`config.mk`:
```
export PLATFORM = sky130hd
export DESIGN_NAME = weight_dispatcher_flat
export DESIGN_NICKNAME = d
export VERILOG_FILES = /design/src/rtl/weight_dispatcher.sv /design/src/rtl/weight_dispatcher_if.sv /design/src/flat_wrapper.sv
export SDC_FILE = /design/constraint.sdc
export NUM_CORES = 1
export LEC_CHECK = 0
export CAP_MARGIN = 20
export CORE_UTILIZATION = 39
export DETAILED_ROUTE_END_ITERATION = 8
export GPL_ROUTABILITY_DRIVEN = 0
export PLACE_DENSITY = 0.76
export SLEW_MARGIN = 10
export SYNTH_ARGS = -nofsm -noshare
export SYNTH_HDL_FRONTEND = slang
export SYNTH_SLANG_ARGS = --single-unit
```
`constraint.sdc`:
```
create_clock -name clk -period 2.1 [get_ports clk]
set_input_delay 0.21 -clock clk [delete_from_list [all_inputs] [get_ports clk]]
set_output_delay 0.21 -clock clk [all_outputs]
set_load 0.05 [all_outputs]
```
`src/rtl/weight_dispatcher.sv`:
```
// Streams a full weight buffer to the PE array for N passes,
// then pulses free_weight_buffer so the buffer refetches.
package weight_dispatcher_pkg;
    typedef enum logic [1:0] {
        MODE1 = 2'd0,
        MODE2 = 2'd1,
        MODE3 = 2'd2,
        MODE4 = 2'd3
    } op_mode_e;
endpackage

module weight_dispatcher
    import weight_dispatcher_pkg::*;
#(
    parameter int ROW_W  = 88,
    parameter int IDX_W  = 6,
    parameter int PASS_W = 8
) (
    input  logic               clk,
    input  logic               rst_n,
    input  op_mode_e           mode_in,
    input  logic [PASS_W-1:0]  pass_count,
    input  logic               buf_ready,
    output logic [IDX_W-1:0]   buf_rd_idx,
    input  logic [ROW_W-1:0]   buf_rd_data,
    weight_dispatcher_if.master pe,
    output logic               free_weight_buffer,
    output logic               busy
);
    localparam int NARROW_W = 64;

    typedef enum logic [1:0] {
        IDLE,
        STREAM,
        DRAIN,
        RELEASE
    } state_e;

    state_e            state_q, state_d;
    op_mode_e          mode_q, mode_d;
    logic [PASS_W-1:0] passes_q, passes_d;
    logic [IDX_W-1:0]  row_q, row_d;
    logic [PASS_W-1:0] pass_q, pass_d;
    logic              vld_q, vld_d;
    logic [ROW_W-1:0]  data_q, data_d;
    logic [IDX_W-1:0]  orow_q, orow_d;
    logic [PASS_W-1:0] opass_q, opass_d;
    logic              last_q, last_d;

    logic [IDX_W-1:0]  rows_n;
    logic              narrow;
    logic              last_row;
    logic              final_pass;
    logic              load;

    always_comb begin
        rows_n = IDX_W'(44);
        narrow = 1'b0;
        unique case (mode_q)
            MODE3: begin
                rows_n = IDX_W'(20);
                narrow = 1'b1;
            end
            MODE4: begin
                rows_n = IDX_W'(12);
                narrow = 1'b1;
            end
            default: begin
                rows_n = IDX_W'(44);
                narrow = 1'b0;
            end
        endcase
    end

    assign last_row   = (row_q == rows_n - IDX_W'(1));
    assign final_pass = (pass_q == passes_q - PASS_W'(1));

    always_comb begin
        state_d  = state_q;
        mode_d   = mode_q;
        passes_d = passes_q;
        row_d    = row_q;
        pass_d   = pass_q;
        vld_d    = vld_q;
        data_d   = data_q;
        orow_d   = orow_q;
        opass_d  = opass_q;
        last_d   = last_q;
        load     = 1'b0;
        unique case (state_q)
            IDLE: begin
                if (buf_ready) begin
                    mode_d   = mode_in;
                    passes_d = (pass_count == '0) ? PASS_W'(1)
                                                  : pass_count;
                    row_d    = '0;
                    pass_d   = '0;
                    state_d  = STREAM;
                end
            end
            STREAM: begin
                load = !vld_q || pe.pe_w_ready;
                if (load) begin
                    vld_d   = 1'b1;
                    data_d  = narrow
                            ? {{(ROW_W-NARROW_W){1'b0}},
                               buf_rd_data[NARROW_W-1:0]}
                            : buf_rd_data;
                    orow_d  = row_q;
                    opass_d = pass_q;
                    last_d  = last_row;
                    if (last_row) begin
                        row_d  = '0;
                        pass_d = pass_q + PASS_W'(1);
                        if (final_pass) begin
                            state_d = DRAIN;
                        end
                    end else begin
                        row_d = row_q + IDX_W'(1);
                    end
                end
            end
            DRAIN: begin
                if (vld_q && pe.pe_w_ready) begin
                    vld_d   = 1'b0;
                    state_d = RELEASE;
                end
            end
            RELEASE: begin
                state_d = IDLE;
            end
            default: begin
                state_d = IDLE;
            end
        endcase
    end

    always_ff @(posedge clk) begin
        if (!rst_n) begin
            state_q  <= IDLE;
            mode_q   <= MODE1;
            passes_q <= '0;
            row_q    <= '0;
            pass_q   <= '0;
            vld_q    <= 1'b0;
            data_q   <= '0;
            orow_q   <= '0;
            opass_q  <= '0;
            last_q   <= 1'b0;
        end else begin
            state_q  <= state_d;
            mode_q   <= mode_d;
            passes_q <= passes_d;
            row_q    <= row_d;
            pass_q   <= pass_d;
            vld_q    <= vld_d;
            data_q   <= data_d;
            orow_q   <= orow_d;
            opass_q  <= opass_d;
            last_q   <= last_d;
        end
    end

    assign buf_rd_idx         = row_q;
    assign pe.pe_w_valid      = vld_q;
    assign pe.pe_w_data       = data_q;
    assign pe.pe_w_row        = orow_q;
    assign pe.pe_w_pass       = opass_q;
    assign pe.pe_w_last       = last_q;
    assign free_weight_buffer = (state_q == RELEASE);
    assign busy               = (state_q != IDLE);
endmodule

```
`src/rtl/weight_dispatcher_if.sv`:
```
// Weight stream from the dispatcher to the PE array.
// Valid/ready handshake with row, pass and last tags.
interface weight_dispatcher_if #(
    parameter int ROW_W  = 88,
    parameter int IDX_W  = 6,
    parameter int PASS_W = 8
);
    logic              pe_w_valid;
    logic              pe_w_ready;
    logic [ROW_W-1:0]  pe_w_data;
    logic [IDX_W-1:0]  pe_w_row;
    logic [PASS_W-1:0] pe_w_pass;
    logic              pe_w_last;

    modport master (
        output pe_w_valid,
        output pe_w_data,
        output pe_w_row,
        output pe_w_pass,
        output pe_w_last,
        input  pe_w_ready
    );

    modport slave (
        input  pe_w_valid,
        input  pe_w_data,
        input  pe_w_row,
        input  pe_w_pass,
        input  pe_w_last,
        output pe_w_ready
    );
endinterface

```
`src/flat_wrapper.sv`:
```
// flat-port wrapper written by rule: the top's interface ports become plain ports
module weight_dispatcher_flat import weight_dispatcher_pkg::*;
#(
    parameter int ROW_W  = 88,
    parameter int IDX_W  = 6,
    parameter int PASS_W = 8
)
  (clk, rst_n, mode_in, pass_count, buf_ready, buf_rd_idx, buf_rd_data, free_weight_buffer, busy, pe_pe_w_valid, pe_pe_w_data, pe_pe_w_row, pe_pe_w_pass, pe_pe_w_last, pe_pe_w_ready);
  weight_dispatcher_if #(.ROW_W(ROW_W), .IDX_W(IDX_W), .PASS_W(PASS_W)) pe_i ();
  input  logic clk;
  input  logic rst_n;
  input  op_mode_e mode_in;
  input  logic [PASS_W-1:0] pass_count;
  input  logic buf_ready;
  output logic [IDX_W-1:0] buf_rd_idx;
  input  logic [ROW_W-1:0] buf_rd_data;
  output logic free_weight_buffer;
  output logic busy;
  output wire logic [$bits(pe_i.pe_w_valid)-1:0] pe_pe_w_valid;
  output wire logic [$bits(pe_i.pe_w_data)-1:0] pe_pe_w_data;
  output wire logic [$bits(pe_i.pe_w_row)-1:0] pe_pe_w_row;
  output wire logic [$bits(pe_i.pe_w_pass)-1:0] pe_pe_w_pass;
  output wire logic [$bits(pe_i.pe_w_last)-1:0] pe_pe_w_last;
  input wire logic [$bits(pe_i.pe_w_ready)-1:0] pe_pe_w_ready;
  assign pe_pe_w_valid = pe_i.pe_w_valid;
  assign pe_pe_w_data = pe_i.pe_w_data;
  assign pe_pe_w_row = pe_i.pe_w_row;
  assign pe_pe_w_pass = pe_i.pe_w_pass;
  assign pe_pe_w_last = pe_i.pe_w_last;
  assign pe_i.pe_w_ready = pe_pe_w_ready;
  weight_dispatcher #(.ROW_W(ROW_W), .IDX_W(IDX_W), .PASS_W(PASS_W)) u_core (.clk(clk), .rst_n(rst_n), .mode_in(mode_in), .pass_count(pass_count), .buf_ready(buf_ready), .buf_rd_idx(buf_rd_idx), .buf_rd_data(buf_rd_data), .pe(pe_i), .free_weight_buffer(free_weight_buffer), .busy(busy));
endmodule
```
==> Implementation_results.wiki <==
{| class="wikitable"
! Metric !! Value
|-
| Area growth from synthesis to layout || 56.1%
|-
| Most common cell in the synthesized netlist || sky130_fd_sc_hd__nand2_1
|-
| Total buffers and inverters traversed by the critical path || 1
|-
| Maximum level of the CTS H-tree || 4
|-
| Logic pwr share || 42.0%
|-
| Final standard cell area without fillers || approximately 0.0084 mm2
|-
| Filler Cells Inserted || roughly 1,100
|-
| Vias in the first global route || slightly above 5,000
|-
| Total number of placement rows || 42
|-
| Crit path arrival time || approximately 2.4 ns
|-
| Fraction of layout cells with a size suffix above 1 || under 10%
|-
| Cell type with the largest total area after synthesis || sky130_fd_sc_hd__dfxtp_1
|-
| Kind of end point of the critical path || flop
|-
| Status || finished, final reports clean
|-
| Worst clock skew on the final layout || a little over 0.006 ns
|-
| Total DRC errors in the routed layout || 0
|-
| Clock buffer depth || 2
|-
| Max-slew violation total from the final report || 0
|-
| Pin count of the biggest net entering global routing || 60
|-
| Number of buffer cells added on primary ports || between 200 and 250
|-
| Critical Path Source Type || flop
|-
| I/O pin total || 214
|-
| Net count after synthesis || 745
|-
| Achievable clock frequency || approximately 490 MHz
|-
| Part of the cycle the worst path needs || a little over nine tenths
|-
| Via density per instance || a little under 5
|-
| Wire length of the first global-routing pass || 24,000 um
|-
| Sequential element share of the synthesized area || approximately half
|-
| Antenna Cells || 0
|-
| Synthesized flop and latch total || 130
|-
| Final-stage net count || about 960
|-
| Tot GR Track Use || a little over a fifth
|-
| Power per cell area || 1210 mW/mm2
|-
| Count of endpoints failing hold in the final timing report || 0
|-
| Count of hold buffers inserted by post-cts repair || 0
|-
| Die extent in y || 119 um
|-
| Number of sinks handled by clock tree synthesis || 130
|-
| Remaining antenna violation count after routing || 0
|-
| Part of the power in the clock network || about 27%
|-
| Crit-path cells || ha_4 -> inv_2 -> a2111o_1 -> a211o_1 -> o41a_1 -> a211oi_2 -> mux2i_1
|-
| Antenna violations before repair || 0
|-
| Clk Tree Root Cell || sky130_fd_sc_hd__clkbuf_16
|-
| Width of the die || 119 um
|-
| Worst Path Max Fanout || 5
|-
| Max Cap Violations || 0
|-
| Number of synthesized flops with an enable pin || 0
|-
| Share of the synthesized area in the top cell type || approximately half
|-
| Post-synth ARST share || 0%
|-
| Total number of vias || between 5,000 and 6,000
|-
| Remaining global-route overflow || 0
|-
| DRT Pass-1 Iters || 4
|-
| Clock transition at the register clock pins on the worst setup and hold paths after CTS || ~0.06 ns
|-
| Post-Syn Area || around 0.0054 mm2
|-
| Core ar. || roughly 0.013 mm2
|-
| Number of placed cells counting well taps || 1,001
|-
| Mean post-synth cell area || 8.46 um2
|-
| Dominant delay contributor by cell family on the critical path || compound AO/OA/AOI/OAI gates
|-
| CP peak stage delay || roughly 0.37 ns
|-
| Final Instance Count excl. Fillers || ~1,000
|-
| Switching power || between 0.004 and 0.005 W
|-
| Number of buffers created by CTS || 17
|-
| Power Internal || slightly above 0.006 W
|-
| Relative slew margins || between 60% and 70%
|-
| Initial DRC Count || approximately 210
|-
| Unrepaired setup endpoints after global routing || true
|-
| Leak || 3.00 nW
|-
| Setup Crit Path Kind || reg2reg
|-
| Cell count after synthesis || roughly 640
|-
| Synth Warn # || 0
|-
| Number of distinct standard cells referenced by the synthesized netlist || 39
|-
| Commonest register cell after synthesis || sky130_fd_sc_hd__dfxtp_1
|-
| HPWL Detailed || approximately 11,000 um
|-
| Die area || about 0.014 mm2
|-
| Top cells by area, synth || sky130_fd_sc_hd__dfxtp_1 48%, sky130_fd_sc_hd__a21boi_0 16%, sky130_fd_sc_hd__nand2_1 15%
|-
| Finish-stage setup viols || 0
|-
| Required time at the worst-slack endpoint || between 2 and 2.5 ns
|-
| Worst slew pin tran || around 0.56 ns
|-
| Routed Wire Length || 15,000 um
|-
| Final period demand of the worst path || around 2 ns
|-
| Post-place instance area || 0.00778 mm2
|-
| Highest ir drop seen on vdd || between 0.0006 and 0.0007 V
|-
| Sequential power share || between 30% and 40%
|-
| Net Sw Frac || just under 40%
|-
| Max stage delay cell, worst path || sky130_fd_sc_hd__dfxtp_4
|-
| TritonCTS clock tree || built
|-
| Initial standard-cell utilization of the core || roughly 40%
|-
| Hold WC Path Type || in2reg
|-
| Routed length per placed instance || approximately 15 um
|-
| Commonest cells in the synthesized netlist || 211 x sky130_fd_sc_hd__nand2_1, 130 x sky130_fd_sc_hd__dfxtp_1, 113 x sky130_fd_sc_hd__a21boi_0
|-
| Clock Latency Late Sink || slightly above 0.4 ns
|}
## cell usage in the layout (no fill, tap or decap), types with 4 or more instances in the layout
cell type                         synthesis  final
sky130_fd_sc_hd__buf_4                    1     17
sky130_fd_sc_hd__nor2_1                  18     17
sky130_fd_sc_hd__and2_1                   6      4
sky130_fd_sc_hd__nand3b_1                25     25
sky130_fd_sc_hd__mux2i_1                  4      4
sky130_fd_sc_hd__dfxtp_2                  0      4
sky130_fd_sc_hd__clkbuf_16                0     17
sky130_fd_sc_hd__buf_12                   0      5
sky130_fd_sc_hd__o21ai_0                  5      4
sky130_fd_sc_hd__nand3_1                  4      4
sky130_fd_sc_hd__ha_1                     7      5
sky130_fd_sc_hd__nand2_1                211    210
sky130_fd_sc_hd__nand4_1                  4      4
sky130_fd_sc_hd__clkdlybuf4s50_1          0    211
sky130_fd_sc_hd__xnor2_1                  8      8
sky130_fd_sc_hd__clkbuf_1                40      4
sky130_fd_sc_hd__inv_1                   10      8
sky130_fd_sc_hd__xor2_1                  11     11
sky130_fd_sc_hd__a21oi_1                  5      5
sky130_fd_sc_hd__nor3_1                   4      4
sky130_fd_sc_hd__clkbuf_8                 0      4
sky130_fd_sc_hd__a21boi_0               113    113
sky130_fd_sc_hd__dfxtp_1                130    123
## per-layer routing
layer / vias to the layer above / part of all wire [%] / track usage [%]
li1: 2517 / - / -
met1: 2333 / 41 / 23.7
met2: 176 / 50 / 37.6
met3: 32 / 5.6 / 5.22
met4: 0 / 3.0 / 10.9
met5: - / 0 / 0
## metrics by stage
stage	setup WS, ns	hold slack, ns	setup TNS, ns	util, %	total power, W
after floorplan	0.0226	0.355	0	-	0.00587
after global placement	0.0732	0.448	0	58.3	0.00733
after detailed placement	-0.0924	0.454	-0.138	58.3	0.00745
after CTS	0.00757	0.237	0	62.4	0.0102
after global routing	-0.0235	0.260	-0.0235	62.9	0.0107
final	0.0415	0.244	0	62.9	0.0102
## kinds of logic after synthesis
| family | synth area share [%] |
|---|---|
| flops | 48.4 |
| fa+ha+maj | 1.63 |
| xor+xnor | 3.09 |
| buf+inv | 3.72 |
| compound gates | 18.8 |
| simple gates | 23.7 |
| mux | 0.745 |
## state kept, by name (all words and copies together) (netlist names)
signal,cells
u_core.pe.pe_w_last,1
u_core.pe.pe_w_data,88
u_core.pe.pe_w_pass,8
u_core.pe.pe_w_row,6
u_core.mode_q,2
u_core.pe.pe_w_valid,1
u_core.buf_rd_idx,6
u_core.passes_q,8
u_core.state_q,2
u_core.pass_q,8
## worst paths after layout
kind	from	slack [ns]	end	cells past startpoint
worst min-delay path	rst_n	0.24	u_core.mode_q[0]$_SDFFE_PN0P_	2
worst min register to register	u_core.pe.pe_w_data[52]$_SDFFE_PN0P_	0.46	u_core.pe.pe_w_data[52]$_SDFFE_PN0P_	2
worst max register to register	u_core.buf_rd_idx[0]$_SDFFE_PN0P_	0.04	u_core.state_q[0]$_SDFFE_PN0P_	7
worst max-delay path	u_core.buf_rd_idx[0]$_SDFFE_PN0P_	0.04	u_core.state_q[0]$_SDFFE_PN0P_	7
## timing repair
item,in CTS,in global routing
resized for setup,3,11
buffers inserted,0,3
endpoints found under the setup margin,2,2
gates cloned,0,0
pin swaps,1,3
## cell type report
| cell class | instances | area [um2] | area share (%) |
|---|---|---|---|
| multi-input combinational | 454 | 2620 | 31.3 |
| inverter | 10 | 37.5 | 0.447 |
| clock inverter | 5 | 52.6 | 0.626 |
| sequential | 130 | 2620 | 31.2 |
| tap | 176 | 220 | 2.62 |
| clock buffer | 25 | 495 | 5.90 |
| timing repair buffer | 234 | 2340 | 27.9 |
## worst register-to-register path: cells and delay by family (launching register included)
family / cells / cell delay [ns]
mux: 1 / 0.25
buf+inv: 1 / 0.03
fa+ha+maj: 1 / 0.14
compound gates: 4 / 1.20
flops: 1 / 0.37
## power groups by stage
stage	combinational [W]	sequential (W)	clock, W
after floorplan	0.00145	0.00442	0
after global placement	0.00416	0.00317	0
after detailed placement	0.00424	0.00321	0
after CTS	0.00425	0.00316	0.00279
after global routing	0.00456	0.00322	0.00291
final	0.00427	0.00317	0.00274
(Power assumes the default switching activity.)
